`src/rtl/demux_lane_deserializer.sv`:
```
// Four-lane deserializer behind a 1-to-4 demultiplexer.
// Each lane packs MSB-first bits into WIDTH-bit words and offers them over valid/ready.
module demux_lane_deserializer #(
   parameter int WIDTH = 8
) (
   input  logic               clk,
   input  logic               rst_n,
   input  logic               strb,
   input  logic [1:0]         S,
   input  logic [3:0]         Y,
   input  logic               flush,
   input  logic [3:0]         word_ready,
   output logic [3:0]         word_valid,
   output logic [4*WIDTH-1:0] word,
   output logic [3:0]         overrun,
   output logic               sel_err
);

   localparam int CW = $clog2(WIDTH);
   localparam logic [CW-1:0] LAST = CW'(WIDTH - 1);

   typedef enum logic {EMPTY, FULL} out_state_t;

   out_state_t       state      [4];
   out_state_t       state_next [4];
   // Only WIDTH-1 bits are kept: the final bit of a word comes straight from Y.
   logic [WIDTH-2:0] sh         [4];
   logic [CW-1:0]    cnt        [4];
   logic [WIDTH-1:0] word_r     [4];
   logic [WIDTH-1:0] new_word   [4];
   logic [3:0]       capture;
   logic [3:0]       complete;
   logic [3:0]       load;
   logic [3:0]       drop;
   logic             stray;

   always_comb begin
      capture  = '0;
      complete = '0;
      load     = '0;
      drop     = '0;
      stray    = strb && ((Y & ~(4'b0001 << S)) != 4'b0000);
      for (int k = 0; k < 4; k++) begin
         state_next[k] = state[k];
         new_word[k]   = {sh[k], Y[k]};
         capture[k]    = strb && !flush && (S == 2'(k));
         complete[k]   = capture[k] && (cnt[k] == LAST);
         case (state[k])
            EMPTY: begin
               if (complete[k]) begin
                  state_next[k] = FULL;
                  load[k]       = 1'b1;
               end
            end
            FULL: begin
               if (complete[k] && word_ready[k]) begin
                  load[k] = 1'b1;
               end else if (complete[k]) begin
                  drop[k] = 1'b1;
               end else if (word_ready[k]) begin
                  state_next[k] = EMPTY;
               end
            end
            default: state_next[k] = EMPTY;
         endcase
      end
   end

   always_ff @(posedge clk or negedge rst_n) begin
      if (!rst_n) begin
         for (int k = 0; k < 4; k++) begin
            state[k] <= EMPTY;
         end
      end else begin
         for (int k = 0; k < 4; k++) begin
            state[k] <= state_next[k];
         end
      end
   end

   // Flush wins over a same-cycle strobe, so that bit never reaches the shifter.
   always_ff @(posedge clk or negedge rst_n) begin
      if (!rst_n) begin
         for (int k = 0; k < 4; k++) begin
            sh[k]     <= '0;
            cnt[k]    <= '0;
            word_r[k] <= '0;
         end
         overrun <= '0;
         sel_err <= 1'b0;
      end else begin
         for (int k = 0; k < 4; k++) begin
            if (flush) begin
               cnt[k] <= '0;
            end else if (capture[k]) begin
               sh[k]  <= new_word[k][WIDTH-2:0];
               cnt[k] <= complete[k] ? '0 : cnt[k] + 1'b1;
            end
            if (load[k]) begin
               word_r[k] <= new_word[k];
            end
            if (flush) begin
               overrun[k] <= 1'b0;
            end else if (drop[k]) begin
               overrun[k] <= 1'b1;
            end
         end
         if (flush) begin
            sel_err <= 1'b0;
         end else if (stray) begin
            sel_err <= 1'b1;
         end
      end
   end

   always_comb begin
      word_valid = '0;
      word       = '0;
      for (int k = 0; k < 4; k++) begin
         word_valid[k]             = (state[k] == FULL);
         word[k*WIDTH +: WIDTH]    = word_r[k];
      end
   end

endmodule

```
`config.mk`:
```
export PLATFORM = sky130hd
export DESIGN_NAME = demux_lane_deserializer
export DESIGN_NICKNAME = d
export VERILOG_FILES = /design/src/rtl/demux_lane_deserializer.sv
export SDC_FILE = /design/constraint.sdc
export NUM_CORES = 1
export LEC_CHECK = 0
export BUFFER_PORTS_ARGS = -buffer_cell sky130_fd_sc_hd__clkbuf_2
export CAP_MARGIN = 20
export CORE_MARGIN = 2
export CORE_UTILIZATION = 55
export CTS_CLUSTER_DIAMETER = 100
export DETAILED_ROUTE_END_ITERATION = 16
export PLACE_DENSITY = 0.78
export SETUP_SLACK_MARGIN = 0.15
export SKIP_CTS_REPAIR_TIMING = 1
export SLEW_MARGIN = 10
export SYNTH_ARGS = -nofsm -noshare
export SYNTH_HDL_FRONTEND = slang
export SYNTH_SLANG_ARGS = --single-unit
```
`constraint.sdc`:
```
create_clock -name clk -period 1.86 [get_ports clk]
set_input_delay 0 -clock clk [delete_from_list [all_inputs] [get_ports clk]]
set_output_delay 0 -clock clk [all_outputs]
set_load 0.01 [all_outputs]
```
==> flow_metrics.py, run 1 <==
metrics = {
    "power_and_ir_drop": {
        "p_leak_nw": 2.11,
        "ir_worst_vdd_mv": 0.589,
        "clkPwrFrac_pct": 35.6,
        "p_sw_w": 0.000832,
        "sw_frac_of_total_pct": 23.2,
        "power.density_mw_per_mm2": 899,
        "seqPwrFrac_pct": 56.6,
        "internal_power_w": 0.00275,
        "combPwrFrac_pct": 7.8,
    },
    "synthesis": {
        "synth_fp_nets": 275,
        "synthesis.area_mm2": 0.00333,
        "yosysTopAreaCell": "dfrtp_1",
        "syn_avg_cell_area_um2": 13.1,
        "synth.distinct_cells": 27,
        "async_flop_share_pct": 100,
        "ys_top_cells_by_count": "81 x dfrtp_1, 53 x mux2_2, 41 x nand2_1",
        "synth_top_area_share_pct": 60.9,
        "synth_warnings": 0,
        "ys_ff_latch": 81,
        "synth-edff-count": 0,
        "synth_ff_type": "dfrtp_1",
        "seq_area_frac_synth_pct": 60.9,
        "yosysMostFrequentCell": "dfrtp_1",
        "synth_area_leaders": "dfrtp_1 61%, mux2_2 18%, nand2_1 4.6%, ha_1 3.0%, o21ai_0 1.7%",
        "syn_inst": 253,
    },
    "timing": {
        "whs_ps": -12.8,
        "tns_ps": 0,
        "hold_violations": 1,
        "fin_crit_sh_pct": 82.4,
        "fin_crit_ps": 1530,
        "setup_viol": 0,
        "rsz0062_at_grt": "false",
        "timing.final.ws_setup_ps": 327,
        "fin_worst_skew_ps": 5.55,
        "relSlewSlack_pct": 61.0,
        "fmax_mhz": 652,
        "tightest_slew_ps": 585,
        "slew_violations": 0,
    },
    "setup_path": {
        "cp_data_required_time_ps": 2090,
        "start_kind": "flop",
        "critPathMaxFanout": 8,
        "cp.arrival_ps": 1770,
        "crit_type": "reg2reg",
        "critPathCaptureType": "flop",
    },
    "global_routing": {
        "grt_util_met1_pct": 25.8,
        "use_met3_pct": 4.73,
        "grt_util_all_layers_pct": 19.6,
        "grt_max_degree": 48,
        "grt_antenna_before_repair": 0,
        "first_global_vias": 2028,
        "grt_pass1_wl_mm": 9.67,
        "grt_busiest_layer": "met2",
        "use_met2_pct": 31.0,
        "grt_overflow": 0,
    },
    "route": {
        "wl_per_cell_um": 14.5,
        "drc_errors": 0,
        "routed_wl_mm": 5.81,
        "vias_per_cell": 5.22,
        "dr_total_vias": 2087,
        "drtAntennaViolNets": 0,
        "first_pass_iters": 4,
        "drt_iter0_markers": 84,
    },
    "place": {
        "io_buffers": 54,
        "place_hpwl_mm": 4.10,
        "gp_congestion": 0.752,
        "place_ws_ps": 335,
        "dpl_cell_area_mm2": 0.00372,
    },
    "layout": {
        "area_growth_pct": 19.7,
        "num-nets-final": 343,
        "diodes": 0,
        "register_area_mm2": 0.00203,
        "multi_input_area_mm2": 0.00124,
        "fill_cells": 468,
        "final_layout_size_suffix_gt1_share_pct": 41.5,
        "design_area_mm2": 0.00398,
    },
    "outcome": {
        "status": "complete, but fails checks",
        "violations": "hold timing",
    },
    "floorplan": {
        "die-area_mm2": 0.00669,
        "ios": 55,
        "die_w_um": 81.8,
        "die_y_um": 81.8,
        "rows": 28,
        "coreArea_mm2": 0.00589,
        "initial_core_util_pct": 56.5,
    },
    "clocking": {
        "clk_pin_slew_ps": 70,
        "cts_sinks": 81,
        "cts_tree": "done",
        "insertion_delay_ps": 350,
        "cts_root_buffer": "clkbuf_8",
        "cts_buffer_depth": 2,
        "htreeDepth": 3,
        "cts-buffers-inserted": 9,
    },
    "job": {
        "max-cap-violations": 0,
    },
    "min_path": {
        "hold_class": "in2reg",
    },
}
-- placed cells by master (no fill, tap or decap), types with 2 or more instances in the layout --
cell	n
nand3b_1	4
clkinv_2	2
dfrtp_1	81
inv_1	6
dlygate4sd3_1	7
nor3_1	3
a41oi_1	3
clkbuf_2	53
clkbuf_8	11
nand2b_1	8
ha_1	8
mux2_2	53
o21ai_0	11
nor2_1	7
nand3_1	2
nand3_2	3
buf_4	6
nor4bb_2	2
nand2_1	41
-- cell families (layout without fill, tap and decap cells) --
group,Yosys count,count (layout),synth area share [%]
DFF,81,81,60.9
and+or+nand+nor,75,75,12.1
muxes,54,54,18.2
AOI/OAI and AO/OA,19,19,3.61
buffers and inverters,16,88,2.11
adders and majority gates,8,8,3.01
-- per-stage QoR --
stage               power, W  cells  util, %  hold slack, ps
floorplan            0.00220    253        -            -296
global placement     0.00231    378     63.1            46.7
detailed placement   0.00233    378     63.1            47.9
CTS                  0.00360    393     66.5            -327
global route         0.00376    400     67.6            10.9
finish               0.00358    400     67.6           -12.8
-- final timing paths --
check | start | to | slack (ps) | cells past startpoint
worst max register to register | cnt[3] | word[17] | 330 | 4
worst max-delay path | cnt[3] | word[17] | 330 | 4
min in group asynchronous | rst_n | word[31] | 190 | 2
max in group asynchronous | rst_n | sel_err | 1090 | 3
worst min-delay path | word_ready[0] | overrun[0] | -10 | 4
worst min register to register | new_word[7] | new_word[7] | 480 | 2
-- registers in the layout, summed over array words and instances, names as in the netlist --
| register | flops |
|---|---|
| cnt | 12 |
| word | 32 |
| word_valid | 4 |
| sel_err | 1 |
| new_word | 28 |
| overrun | 4 |
-- power groups by stage --
stage	combinational (W)	sequential [W]	clock, W
2_1_floorplan	0.000177	0.00202	0
3_3_place_gp	0.000257	0.00205	0
3_5_place_dp	0.000272	0.00206	0
4_1_cts	0.000274	0.00203	0.00130
5_1_grt	0.000313	0.00205	0.00140
6_report	0.000279	0.00203	0.00128
-- worst max-delay path, stage by stage, from the launching register on --
cell and delay, ps:
dfrtp_1 400, ha_1 210, ha_1 240, nand3_2 200, mux2_2 360
-- layer usage --
layer	routed length, um	part of all wire [%]	vias up
met3	240	4.1	9
li1	-	-	1006
met5	0	0	-
met1	2630	45	1034
met2	2830	49	38
met4	104	1.8	0
-- cell type report --
| cell class | instances | area share (%) |
|---|---|---|
| sequential | 81 | 50.9 |
| multi-input combinational | 156 | 31.2 |
| timing repair buffer | 67 | 10.1 |
| clock buffer | 12 | 3.90 |
| tap | 75 | 2.36 |
| clock inverter | 3 | 1.01 |
| inverter | 6 | 0.566 |
Power figures use the tool's default switching activity.
==> run 2, diff against run 1 <==
--- a/config.mk
+++ b/config.mk
@@ -5,13 +5,14 @@
 export SDC_FILE = /design/constraint.sdc
 export NUM_CORES = 1
 export LEC_CHECK = 0
+export ABC_AREA = 1
 export BUFFER_PORTS_ARGS = -buffer_cell sky130_fd_sc_hd__clkbuf_2
 export CAP_MARGIN = 20
 export CORE_MARGIN = 2
-export CORE_UTILIZATION = 55
+export CORE_UTILIZATION = 51
 export CTS_CLUSTER_DIAMETER = 100
 export DETAILED_ROUTE_END_ITERATION = 16
-export PLACE_DENSITY = 0.78
+export PLACE_DENSITY = 0.76
 export SETUP_SLACK_MARGIN = 0.15
 export SKIP_CTS_REPAIR_TIMING = 1
 export SLEW_MARGIN = 10
==> constraint.sdc (replaced) <==
create_clock -name clk -period 1.3 [get_ports clk]
set_input_delay 0 -clock clk [delete_from_list [all_inputs] [get_ports clk]]
set_output_delay 0 -clock clk [all_outputs]
set_load 0.01 [all_outputs]
==> run 2 against run 1 <==
The flow now finishes without violations. Non-clock buffer count increased by 22. Global-route usage grew 0.17 points. Final area increased by 14%. Wire length increased by 29%. Maximum frequency rose by 19%. Largest power group unchanged. Synthesized cell count increased by 51%. Flip-flop and latch count unchanged. Critical endpoint is now word[22]. Synthesized area grew 5.0%. Clock power rose by 59%. Critical path depth increased by 3.
==> flow_metrics.py, run 2 <==
metrics = {
    "outcome": {
        "status": "completed",
    },
    "power_and_ir_drop": {
        "clkPwrFrac_pct": 38.6,
        "internal_power_w": 0.00395,
        "seqPwrFrac_pct": 53.9,
        "p_sw_w": 0.00132,
        "ir_worst_vdd_mv": 0.530,
        "p_leak_nw": 2.50,
        "power.density_mw_per_mm2": 1160,
        "sw_frac_of_total_pct": 25.0,
        "combPwrFrac_pct": 7.5,
    },
    "synthesis": {
        "synth_fp_nets": 404,
        "synth.distinct_cells": 22,
        "synth_top_area_share_pct": 58.0,
        "yosysMostFrequentCell": "nand2_1",
        "yosysTopAreaCell": "dfrtp_1",
        "seq_area_frac_synth_pct": 58.0,
        "syn_inst": 382,
        "synth_ff_type": "dfrtp_1",
        "synth_area_leaders": "dfrtp_1 58%, nand2_1 17%, nand3_1 7.3%, ha_1 2.9%, nor2_8 2.3%",
        "syn_avg_cell_area_um2": 9.15,
        "async_flop_share_pct": 100,
        "synth_warnings": 0,
        "ys_top_cells_by_count": "161 x nand2_1, 81 x dfrtp_1, 51 x nand3_1",
        "synth-edff-count": 0,
        "ys_ff_latch": 81,
        "synthesis.area_mm2": 0.00349,
    },
    "global_routing": {
        "grt_util_all_layers_pct": 19.8,
        "grt_max_degree": 41,
        "grt_overflow": 0,
        "first_global_vias": 2576,
        "grt_pass1_wl_mm": 11.7,
        "grt_antenna_before_repair": 0,
    },
    "timing": {
        "fin_crit_ps": 1290,
        "tns_ps": 0,
        "rsz0062_at_grt": "true",
        "tightest_slew_ps": 473,
        "fmax_mhz": 776,
        "slew_violations": 0,
        "timing.final.ws_setup_ps": 11.8,
        "fin_crit_sh_pct": 99.1,
        "setup_viol": 0,
        "relSlewSlack_pct": 68.3,
        "hold_violations": 0,
        "fin_worst_skew_ps": 9.54,
    },
    "layout": {
        "multi_input_area_mm2": 0.00149,
        "final_common_cell": "nand2_1",
        "utilization_pct": 67.4,
        "fill_cells": 523,
        "diodes": 0,
        "register_area_mm2": 0.00203,
        "final_cell_mix": "134 x nand2_1, 81 x dfrtp_1, 53 x clkbuf_2",
        "area_growth_pct": 29.7,
        "num-nets-final": 498,
        "final_layout_size_suffix_gt1_share_pct": 32.4,
        "largest_reg_flops": 32,
    },
    "floorplan": {
        "die_y_um": 86.8,
        "coreArea_mm2": 0.00672,
        "die-area_mm2": 0.00753,
        "ios": 55,
        "initial_core_util_pct": 52.0,
        "rows": 30,
        "die_w_um": 86.8,
    },
    "setup_path": {
        "critPathMaxFanout": 8,
        "critPathCaptureType": "flop",
        "cpMostUsedCell": "nand2_1",
        "cp_slowest_cell": "dfrtp_1",
        "cp.arrival_ps": 1530,
        "path_delay_family": "flip-flops",
        "rr_startpoint": "cnt[3]",
        "cp_data_required_time_ps": 1550,
        "crit_chain": "ha_2 > ha_4 > inv_8 > nor2_8 > nand2_4 > nand2_1 > nand2_1",
        "start_kind": "flop",
        "critPathLaunch": "cnt[3]",
        "crit_type": "reg2reg",
        "cp_num_buf_inv": 1,
        "slowest_delay_ps": 390,
    },
    "clocking": {
        "cts_sinks": 81,
        "cts_buffer_depth": 2,
        "clk_pin_slew_ps": 90,
        "cts_tree": "done",
        "htreeDepth": 3,
        "insertion_delay_ps": 350,
        "cts_root_buffer": "clkbuf_8",
        "cts-buffers-inserted": 9,
    },
    "place": {
        "place_hpwl_mm": 4.77,
        "gp_congestion": 0.769,
        "io_buffers": 54,
        "place_ws_ps": 28.7,
    },
    "min_path": {
        "holdCritStartpoint": "flush",
        "hold_class": "in2reg",
    },
    "route": {
        "first_pass_iters": 4,
        "vias_per_cell": 5.06,
        "drt_iter0_markers": 190,
        "routed_wl_mm": 7.50,
        "drtAntennaViolNets": 0,
        "wl_per_cell_um": 13.4,
        "dr_total_vias": 2840,
        "drc_errors": 0,
    },
    "job": {
        "max-cap-violations": 0,
    },
}
## run 2: logic make-up (layout without fill, tap and decap cells)
group / Yosys count / count (layout) / synth area share, %
fa+ha+maj: 8 / 8 / 2.86
mux: 1 / 1 / 0.286
simple gates: 240 / 243 / 31.3
flops: 81 / 81 / 58.0
compound gates: 18 / 18 / 2.58
buf+inv: 34 / 130 / 4.98
## run 2: worst reg2reg max path: stages (launching register included)
cell     delay (ps)
dfrtp_1         390
ha_2            210
ha_4            170
inv_8            50
nor2_8          130
nand2_4         100
nand2_1          80
nand2_1          50
## run 2: worst paths after layout
path                       cells past startpoint  slack, ps        to
setup / recovery                               7         10  word[22]
hold / removal                                 4         30    cnt[0]
setup reg to reg                               7         10  word[22]
hold reg to reg                                2        470  word[19]
max in group asynchronous                      3        660    cnt[8]
min in group asynchronous                      2        100  word[16]
## run 2: routing by layer
metal	part of all wire (%)	routed length [um]	global-route usage, %
met3	5.3	400	6.19
met2	49	3660	30.1
met1	45	3370	27.4
met4	0.88	66	5.82
met5	0	0	0
## run 2: final cells by class
| type | instances | area share, % |
|---|---|---|
| repair buffers | 89 | 12.8 |
| flip-flops and latches | 81 | 44.7 |
| multi-input cells | 270 | 32.8 |
| inverters | 25 | 2.62 |
| well taps | 80 | 2.21 |
| clock buffers | 10 | 2.82 |
| clock inverters | 6 | 2.02 |
## run 2: through the flow
stage               instances  hold slack, ps  cell area [um^2]  total power [W]
global route              561            57.9              4530          0.00550
global placement          519           -65.3              3960          0.00322
detailed placement        519           -56.4              3960          0.00324
floorplan                 382            -296              3560          0.00307
finish                    561            32.6              4530          0.00527
CTS                       535            -439              4180          0.00526
## run 2: power by group through the flow
stage / Combinational [W] / Sequential, W / Clock, W
2_1_floorplan: 0.000217 / 0.00285 / 0
6_report: 0.000393 / 0.00284 / 0.00203
4_1_cts: 0.000361 / 0.00284 / 0.00206
3_3_place_gp: 0.000342 / 0.00288 / 0
3_5_place_dp: 0.000360 / 0.00288 / 0
5_1_grt: 0.000458 / 0.00286 / 0.00218
